<file path="src/rtl/stopwatch_display_mux_pkg.sv">
// Shared constants for the stopwatch 7-segment display multiplexer.
// Segment/anode encodings are active-low; digit indices follow scan order.
package stopwatch_display_mux_pkg;

  localparam logic [6:0] SEG_BLANK = 7'h7F;
  localparam logic [6:0] SEG_DASH  = 7'b0111111;
  localparam logic [3:0] AN_OFF    = 4'b1111;

  localparam logic [1:0] IDX_MIN_T = 2'd0;
  localparam logic [1:0] IDX_MIN_O = 2'd1;
  localparam logic [1:0] IDX_SEC_T = 2'd2;
  localparam logic [1:0] IDX_SEC_O = 2'd3;

  // idx 0 drives an[3], idx 3 drives an[0]
  function automatic logic [3:0] idx_anode(input logic [1:0] idx);
    return ~(4'b1000 >> idx);
  endfunction

endpackage

</file>
<file path="src/rtl/seven_seg_decoder.sv">
// BCD digit to active-low {g,f,e,d,c,b,a} segments; dash when out of range.
// Ports: value_i (4b digit), is_tens_i (limit 5 instead of 9), seg_o (7b).
module seven_seg_decoder
  import stopwatch_display_mux_pkg::*;
(
  input  logic [3:0] value_i,
  input  logic       is_tens_i,
  output logic [6:0] seg_o
);

  logic in_range;

  always_comb begin
    in_range = is_tens_i ? (value_i <= 4'd5) : (value_i <= 4'd9);
    seg_o    = SEG_DASH;
    if (in_range) begin
      case (value_i)
        4'd0:    seg_o = 7'h40;
        4'd1:    seg_o = 7'h79;
        4'd2:    seg_o = 7'h24;
        4'd3:    seg_o = 7'h30;
        4'd4:    seg_o = 7'h19;
        4'd5:    seg_o = 7'h12;
        4'd6:    seg_o = 7'h02;
        4'd7:    seg_o = 7'h78;
        4'd8:    seg_o = 7'h00;
        4'd9:    seg_o = 7'h10;
        default: seg_o = SEG_DASH;
      endcase
    end
  end

endmodule

</file>
<file path="src/rtl/stopwatch_display_mux.sv">
// Scans four stopwatch BCD digits onto a 4-digit common-anode display.
// Ports: clk, reset, refresh_tick, adjust, sel, digit inputs; an, seg, dp out.
module stopwatch_display_mux
  import stopwatch_display_mux_pkg::*;
#(
  parameter int BLINK_HALF = 250
) (
  input  logic       clk,
  input  logic       reset,
  input  logic       refresh_tick,
  input  logic       adjust,
  input  logic       sel,
  input  logic [2:0] min_tens,
  input  logic [3:0] min_ones,
  input  logic [2:0] sec_tens,
  input  logic [3:0] sec_ones,
  output logic [3:0] an,
  output logic [6:0] seg,
  output logic       dp
);

  localparam int CW = (BLINK_HALF > 1) ? $clog2(BLINK_HALF) : 1;
  localparam logic [CW-1:0] CNT_LAST = CW'(BLINK_HALF - 1);

  logic [1:0]    idx_q, idx_d;
  logic [3:0]    min_ones_q, min_ones_d;
  logic [2:0]    sec_tens_q, sec_tens_d;
  logic [3:0]    sec_ones_q, sec_ones_d;
  logic [CW-1:0] blink_cnt_q, blink_cnt_d;
  logic          blink_phase_q, blink_phase_d;
  logic [3:0]    an_q, an_d;
  logic [6:0]    seg_q, seg_d;
  logic          dp_q, dp_d;

  logic [3:0] digit;
  logic       is_tens;
  logic       in_pair;
  logic       blank;
  logic [6:0] dec_seg;

  seven_seg_decoder u_dec (
    .value_i   (digit),
    .is_tens_i (is_tens),
    .seg_o     (dec_seg)
  );

  always_comb begin
    idx_d      = refresh_tick ? idx_q + 2'd1 : idx_q;
    min_ones_d = min_ones_q;
    sec_tens_d = sec_tens_q;
    sec_ones_d = sec_ones_q;
    // min_tens is only shown at idx 0, always from the live input,
    // so it needs no frame register
    if (refresh_tick && idx_d == IDX_MIN_T) begin
      min_ones_d = min_ones;
      sec_tens_d = sec_tens;
      sec_ones_d = sec_ones;
    end

    case (idx_d)
      IDX_MIN_T: digit = {1'b0, min_tens};
      IDX_MIN_O: digit = min_ones_q;
      IDX_SEC_T: digit = {1'b0, sec_tens_q};
      default:   digit = sec_ones_q;
    endcase
    is_tens = ~idx_d[0];

    in_pair = sel ? idx_d[1] : ~idx_d[1];
    blank   = adjust && blink_phase_q && in_pair;

    blink_cnt_d   = blink_cnt_q;
    blink_phase_d = blink_phase_q;
    if (!adjust) begin
      blink_cnt_d   = '0;
      blink_phase_d = 1'b0;
    end else if (refresh_tick) begin
      if (blink_cnt_q == CNT_LAST) begin
        blink_cnt_d   = '0;
        blink_phase_d = ~blink_phase_q;
      end else begin
        blink_cnt_d = blink_cnt_q + 1'b1;
      end
    end

    an_d  = an_q;
    seg_d = seg_q;
    dp_d  = dp_q;
    if (refresh_tick) begin
      if (blank) begin
        an_d  = AN_OFF;
        seg_d = SEG_BLANK;
        dp_d  = 1'b1;
      end else begin
        an_d  = idx_anode(idx_d);
        seg_d = dec_seg;
        dp_d  = (idx_d != IDX_MIN_O);
      end
    end
  end

  always_ff @(posedge clk) begin
    if (reset) begin
      idx_q         <= IDX_SEC_O;
      min_ones_q    <= '0;
      sec_tens_q    <= '0;
      sec_ones_q    <= '0;
      blink_cnt_q   <= '0;
      blink_phase_q <= 1'b0;
      an_q          <= AN_OFF;
      seg_q         <= SEG_BLANK;
      dp_q          <= 1'b1;
    end else begin
      idx_q         <= idx_d;
      min_ones_q    <= min_ones_d;
      sec_tens_q    <= sec_tens_d;
      sec_ones_q    <= sec_ones_d;
      blink_cnt_q   <= blink_cnt_d;
      blink_phase_q <= blink_phase_d;
      an_q          <= an_d;
      seg_q         <= seg_d;
      dp_q          <= dp_d;
    end
  end

  assign an  = an_q;
  assign seg = seg_q;
  assign dp  = dp_q;

endmodule

</file>
<file path="config.mk">
export PLATFORM = sky130hd
export DESIGN_NAME = stopwatch_display_mux
export DESIGN_NICKNAME = d
export VERILOG_FILES = /design/src/rtl/stopwatch_display_mux_pkg.sv /design/src/rtl/seven_seg_decoder.sv /design/src/rtl/stopwatch_display_mux.sv
export SDC_FILE = /design/constraint.sdc
export NUM_CORES = 1
export LEC_CHECK = 0
export ABC_AREA = 1
export CAP_MARGIN = 10
export CORE_UTILIZATION = 30
export CTS_BUF_LIST = sky130_fd_sc_hd__clkbuf_8
export DETAILED_ROUTE_END_ITERATION = 6
export SLEW_MARGIN = 20
export SYNTH_ARGS = -nofsm -noshare
export SYNTH_HDL_FRONTEND = slang
export SYNTH_SLANG_ARGS = --single-unit
</file>
<file path="constraint.sdc">
create_clock -name clk -period 2.3 [get_ports clk]
set_clock_uncertainty 0.15 [all_clocks]
set_input_delay 0.46 -clock clk [delete_from_list [all_inputs] [get_ports clk]]
set_output_delay 0.46 -clock clk [all_outputs]
set_load 0.1 [all_outputs]
</file>
Yosys cells after proc, flatten, opt, wreduce, memory -nomap -nowiden
Memory sizes are Yosys's and may differ from the RTL's.
Index checks and enable logic that the tools add are counted.
{"block": "totals", "ff_bits": 34, "mem_bits_ro": 112, "input_bits": 19, "out_inout_bits": 12, "wordCells": 38, "mem_count": 1}
{"block": "classes", "add_sub_neg": 2, "order_cmp": 2, "eq_ne": 4, "shifts": 1, "n_mux": 9, "bitwise_logic": 4, "n_reduce_logical": 6}
{"name": "(name not given)", "depth": 16, "width": 7, "rd": 1, "rd_ports_with_merged_regs": 0, "write_ports": 0, "line": "seven_seg_decoder.sv:17", "source": "case (value_i)"}
{"operator": "$mux W7", "n": 2}
{"operator": "$pmux W4 S3", "n": 1}
{"operator": "$add A8 B1 Y8 const B", "n": 1}
{"operator": "$eq A8 B8 Y1 const B", "n": 1}
{"operator": "$mux W8", "n": 1}
{"operator": "$le A4 B3 Y1 const B", "n": 1}
{"operator": "$le A4 B4 Y1 const B", "n": 1}
{"operator": "$mux W4", "n": 1}
{"operator": "$not A4 Y4", "n": 1}
{"operator": "$shr A4 B2 Y4 const A", "n": 1}
{"operator": "$logic_and A1 B1 Y1", "n": 3}
{"operator": "$mux W1", "n": 3}
{"operator": "$not A1 Y1", "n": 3}
{"operator": "$add A2 B1 Y2 const B", "n": 1}
{"operator": "$eq A2 B1 Y1 const B", "n": 1}
{"operator": "$eq A2 B2 Y1 const B", "n": 1}
{"operator": "$logic_not A2 Y1", "n": 1}
{"operator": "$mux W2", "n": 1}
{"operator": "$ne A2 B1 Y1 const B", "n": 1}
{"operator": "$reduce_and A2 Y1", "n": 1}
{"operator": "$reduce_or A2 Y1", "n": 1}

Logic depth before layout (Yosys ltp)
{"block": "logic_depth", "ltp_word": 8, "ltp_mapped": 18}

Cells and area by module
Synthesis repeated with hierarchy kept, for this count alone.
{"block": "hier_totals", "hier_cells": 269, "area_unflattened_um2": 1801.7}
{"module": "stopwatch_display_mux", "n_inst": 1, "cells_per_inst": 216, "area_per_inst_um2": 1514.0, "seq_area_each_um2": 660.6}
{"module": "seven_seg_decoder", "n_inst": 1, "cells_per_inst": 53, "area_per_inst_um2": 287.8, "seq_area_each_um2": 0.0}

Least setup slack after synthesis
OpenSTA, ideal clock, no wires.
{"block": "synth_path", "path_kind": "input -> register", "startpoint": "in refresh_tick", "endpoint": "reg seg_q[6], in the netlist seg[6]", "arrival_time_ns": 1.941, "required_ns": 2.033, "setup_slack_ns": 0.092, "stages": 17, "path_buffers": 0, "path_cell_list": "inv_1 -> nand2_1 -> nand2_4 -> nor2_4 -> inv_1 -> nor2_1 -> nor2_1 -> inv_1 -> ha_1 -> nor2_1 -> nand3_1 -> nand2_1 -> nand2_1 -> nand3_1 -> nand2_1 -> nand2_1 -> nand2_1"}
{"block": "synth_between", "elab_chain_cells": 7, "elab_cells_between_ends": 14, "cone_classes": "2 x order compare; 2 x eq/ne; 6 x mux; 1 x bitwise; 2 x reduce/logical; 1 x memory"}
{"element": "start: declaration", "line": "stopwatch_display_mux.sv:10", "source": "input logic refresh_tick,"}
{"element": "$mux W2", "line": "stopwatch_display_mux.sv:48", "source": "idx_d = refresh_tick ? idx_q + 2'd1 : idx_q;"}
{"element": "$eq A2 B2 Y1 (tied with other cells)", "line": "stopwatch_display_mux.sv:60", "source": "case (idx_d)"}
{"element": "$pmux W4 S3", "line": "stopwatch_display_mux.sv:60"}
{"element": "$le A4 B3 Y1 or $le A4 B4 Y1 (tied branches)", "line": "seven_seg_decoder.sv:14", "source": "in_range = is_tens_i ? (value_i <= 4'd5) : (value_i <= 4'd9);"}
{"element": "$mux W1", "line": "seven_seg_decoder.sv:14"}
{"element": "$mux W7", "line": "seven_seg_decoder.sv:16", "source": "if (in_range) begin"}
{"element": "$mux W7", "line": "stopwatch_display_mux.sv:89", "source": "if (blank) begin"}
{"element": "end signal: assignment", "line": "stopwatch_display_mux.sv:120", "source": "seg_q <= seg_d;"}
{"element": "end: declaration", "line": "stopwatch_display_mux.sv:32", "source": "logic [6:0] seg_q, seg_d;"}
Several ways; a longest one is shown, not always the timed one.
A chain may end at the register's enable or synchronous reset.

Worst setup path after layout
{"block": "layout_path", "startpoint": "reg idx_q[1]", "endpoint": "reg seg_q[3], in the netlist seg[3]"}
{"block": "layout_between", "elab_chain_cells": 8, "elab_cells_between_ends": 15, "cone_classes": "1 x add/sub; 2 x order compare; 2 x eq/ne; 6 x mux; 1 x bitwise; 2 x reduce/logical; 1 x memory"}
{"element": "start: declaration", "line": "stopwatch_display_mux.sv:25", "source": "logic [1:0] idx_q, idx_d;"}
{"element": "start signal: assignment", "line": "stopwatch_display_mux.sv:113", "source": "idx_q <= idx_d;"}
{"element": "$add A2 B1 Y2", "line": "stopwatch_display_mux.sv:48"}
{"element": "$mux W2 *", "line": "stopwatch_display_mux.sv:48"}
{"element": "$eq A2 B2 Y1 (tied with other cells)", "line": "stopwatch_display_mux.sv:60"}
{"element": "$pmux W4 S3", "line": "stopwatch_display_mux.sv:60"}
{"element": "$le A4 B3 Y1 or $le A4 B4 Y1 (tied branches)", "line": "seven_seg_decoder.sv:14"}
{"element": "$mux W1", "line": "seven_seg_decoder.sv:14"}
{"element": "$mux W7", "line": "seven_seg_decoder.sv:16"}
{"element": "$mux W7 *", "line": "stopwatch_display_mux.sv:89"}
Mark *: on every way between the ends. The rest lies on a longest branch, timed or not.

==> impl_metrics.csv <==
group,metric,value,unit
clock_network,cts_root_buffer,"clkbuf_8",
route,routed_wl,4.14,mm
sta,rsz0062_at_grt,"no",
logic_synthesis,synthMuxAreaShare,0,
worst_setup_path,path_buf_inv,3,
sta,hold_viol_final,0,
logic_synthesis,synth-edff-count,0,
placement,gp_congestion,0.833,
global_routing,grt_max_degree,24,
final_layout,layout_common_cells,"62 x nand2_1, 37 x buf_4, 33 x inv_1, 31 x dfxtp_1, 26 x a21oi_1",
worst_setup_path,cp_slowest_cell,"dfxtp_2",
placement,dp_hpwl,3.22,mm
logic_synthesis,ys.flop_type,"dfxtp_1",
floorplanning,rows,27,
logic_synthesis,synth_compound_area_frac,0.145,
clock_network,cts_max_path_buffers,2,
global_routing,gr-usage-met2,0.245,
worst_setup_path,critPathMaxFanout,6,
hold_path,hold_path_depth,2,
final_layout,drive_above_1_share,0.230,
logic_synthesis,synth.distinct_cells,26,
route,via_per_inst,4.50,
worst_setup_path,crit_family,"simple AND/OR/NAND/NOR gates",
route,vias,1750,
route,first_pass_iters,4,
logic_synthesis,synth-simple-area-share,0.335,
final_layout,antenna_cells,0,
sta,slew_headroom,0.770,
final_layout,fin_nets,342,
global_routing,busiest_layer,"met2",
logic_synthesis,synth_top_family_by_area,"simple AND/OR/NAND/NOR gates",
global_routing,use_met3,0.0356,
sta,setup_viol,0,
worst_setup_path,worstReg2RegEnd,"seg[3]$_SDFFE_PP1P_",
route,ant_nets,0,
logic_synthesis,synth_xor_area_frac,0,
worst_setup_path,reg2reg_slack,0.23,ns
clock_network,htreeDepth,2,
final_layout,areaGrowthSynthToFinish,38.0,%
clock_network,clkSlewWorstSetupHoldPaths,0.07,ns
sta,worst_slew_pin_slew,0.345,ns
worst_setup_path,slowest_delay,0.39,ns
logic_synthesis,synthTopCellsByArea,"dfxtp_1 37%, nand2_1 14%, a21oi_1 7.4%",
floorplanning,initial_core_util,0.317,
logic_synthesis,postSynthCellCount,261,
clock_network,worstSkewPairLatency,0.28,ns
route,drc,0,
worst_setup_path,crit_type,"flip-flop to flip-flop",
final_layout,seqCellArea,666,um^2
hold_path,min_to,"min_ones_q[0]$_SDFFE_PP0P_",
flow_run,maxCapViolations,0,
floorplanning,core_area,5570,um^2
global_routing,grt_use_total,0.148,
power,finalPower,0.00171,W
route,avgRoutedWirePerCell,10.7,um
worst_setup_path,reg2reg_from,"idx_q[1]$_SDFF_PP1_",
floorplanning,dieHeight,78.7,um
power,vdd_drop_max,339,uV
global_routing,antenna_found_initial,0,
sta,slew_viol_final,0,
clock_network,cts_tree,"yes",
final_layout,fill_cells,590,
logic_synthesis,synthArstFlopShare,0,
worst_setup_path,startpoint_type,"flip-flop",
global_routing,grt_first_pass_wirelength,7.13,mm
logic_synthesis,synth_warnings,0,
worst_setup_path,path_cells,"inv_1 > buf_4 > nand3_1 > nand2_1 > nand3_1 > nand3_1 > nand2_1 > ha_2 > nor2_1 > nand3_1 > nand2_1 > nand2_2 > nand2_2 > inv_2 > nand2_1 > nand2_1 > nand2_1",
floorplanning,dieArea,6200,um^2
power,p_leak,1.15,nW
hold_path,min_from,"min_ones_q[0]$_SDFFE_PP0P_",
power,power_density,703,nW/um^2
global_routing,grt_pass1_vias,1607,
clock_network,numCtsBuffers,5,
clock_network,cts.sinks,33,
floorplanning,ioPinCount,31,
logic_synthesis,synthAdderAreaFrac,0.0496,
global_routing,gr-total-overflow,0,
worst_setup_path,crit_path_frequent_cell,"nand2_1",
hold_path,hold_path.class,"flip-flop to flip-flop",
global_routing,grt.met1_usage,0.181,
sta,setup_tns,0,ns
final_layout,layout_commonest_cell,"nand2_1",
final_layout,multiInputGateArea,983,um^2
worst_setup_path,worst_ep_arrival_time,2.10,ns
logic_synthesis,synth_top_area_share,0.374,
worst_setup_path,endpoint_kind,"flip-flop",
logic_synthesis,synth_area,1770,um^2
sta,max_freq,0.483,GHz
logic_synthesis,avgSynthCellArea,6.76,um^2
logic_synthesis,yosysSeqAreaShare,0.374,
logic_synthesis,synth_nets,287,
sta,period_needed,2.07,ns
route,drt-initial-drc-count,62,
placement,port_buffers,30,
worst_setup_path,crit_required,2.33,ns
worst_setup_path,r2r_cells,17,
run_status,status,"finished clean",
logic_synthesis,synth_top_cell_by_area,"dfxtp_1",
clock_network,ctsHoldBuffers,0,
sta,post-route-period-util,0.900,
floorplanning,die_width,78.7,um
logic_synthesis,synth-seq-cells,33,
layer usage:
metal | wire, um | up-vias
li1 | - | 947
met3 | 139 | 8
met5 | 0 | -
met1 | 2010 | 768
met2 | 1930 | 27
met4 | 70 | 0
tightest hold or removal path: cells and delay by family (launching register included):
family	cells	cell delay, ns
AOI/OAI and AO/OA	1	0.05
buffers and inverters	1	0.05
DFF	1	0.31
how the worst max path moves through the flow:
stage | start | slack [ns] | to | cells after the start
after floorplan | refresh_tick | 0.09 | seg[6]$_SDFFE_PP1P_ | 17
after global placement | refresh_tick | -0.53 | seg[4]$_SDFFE_PP1P_ | 19
after detailed placement | refresh_tick | -0.55 | seg[3]$_SDFFE_PP1P_ | 19
after CTS | refresh_tick | 0.02 | seg[4]$_SDFFE_PP1P_ | 19
after global routing | idx_q[1]$_SDFF_PP1_ | 0.02 | seg[0]$_SDFFE_PP1P_ | 17
final | idx_q[1]$_SDFF_PP1_ | 0.23 | seg[3]$_SDFFE_PP1P_ | 17
kinds of logic after synthesis:
group | count (synthesis)
DFF | 33
and+or+nand+nor | 130
AOI/OAI and AO/OA | 48
adders and majority gates | 7
buffers and inverters | 43
flip-flops by register name, summed over array words and instances (netlist names):
name and flops:
sec_tens_q 3, dp 1, seg 7, sec_ones_q 4
an 3, blink_cnt_q 8, min_ones_q 4, idx_q 2
blink_phase_q 1
area by class of cell:
class | instances | share of cell area
multi-input combinational | 185 | 0.404
sequential | 33 | 0.273
timing repair buffer | 56 | 0.191
inverter | 35 | 0.0539
clock buffer | 7 | 0.0395
tap | 72 | 0.0370
clock inverter | 1 | 0.00205
cells in the mapped netlist (3+ instances only):
| cell type | instances |
|---|---|
| nand3_1 | 19 |
| nor3b_1 | 3 |
| clkbuf_1 | 5 |
| nand2_1 | 65 |
| nor2_1 | 28 |
| nand3_2 | 3 |
| inv_1 | 33 |
| a21oi_1 | 26 |
| dfxtp_1 | 33 |
| o21ai_0 | 18 |
| ha_1 | 7 |
power by group:
group	switching, W	total, W	internal, W
combinational	0.000386	0.000591	0.000205
clock	0.000209	0.000480	0.000270
sequential	0.0000260	0.000642	0.000616
through the flow:
| stage | utilization | hold slack, ns | std cells | setup WS (ns) | instance area, um^2 |
|---|---|---|---|---|---|
| final | 0.437 | 0.305 | 389 | 0.230 | 2440 |
| after global routing | 0.437 | 0.321 | 389 | 0.0200 | 2440 |
| after CTS | 0.427 | 0.301 | 389 | 0.0184 | 2380 |
| after detailed placement | 0.409 | 0.290 | 381 | -0.549 | 2280 |
| after global placement | 0.409 | 0.289 | 381 | -0.526 | 2280 |
| after floorplan | - | 0.272 | 261 | 0.0921 | 1770 |
what timing repair did:
item | in CTS | in global routing
buffers inserted | 0 | 0
endpoints found under the setup margin | 7 | 7
cloned | 0 | 0
resized for setup | 1 | 20
pin swaps | 0 | 1
Power figures use the tool's default switching activity.
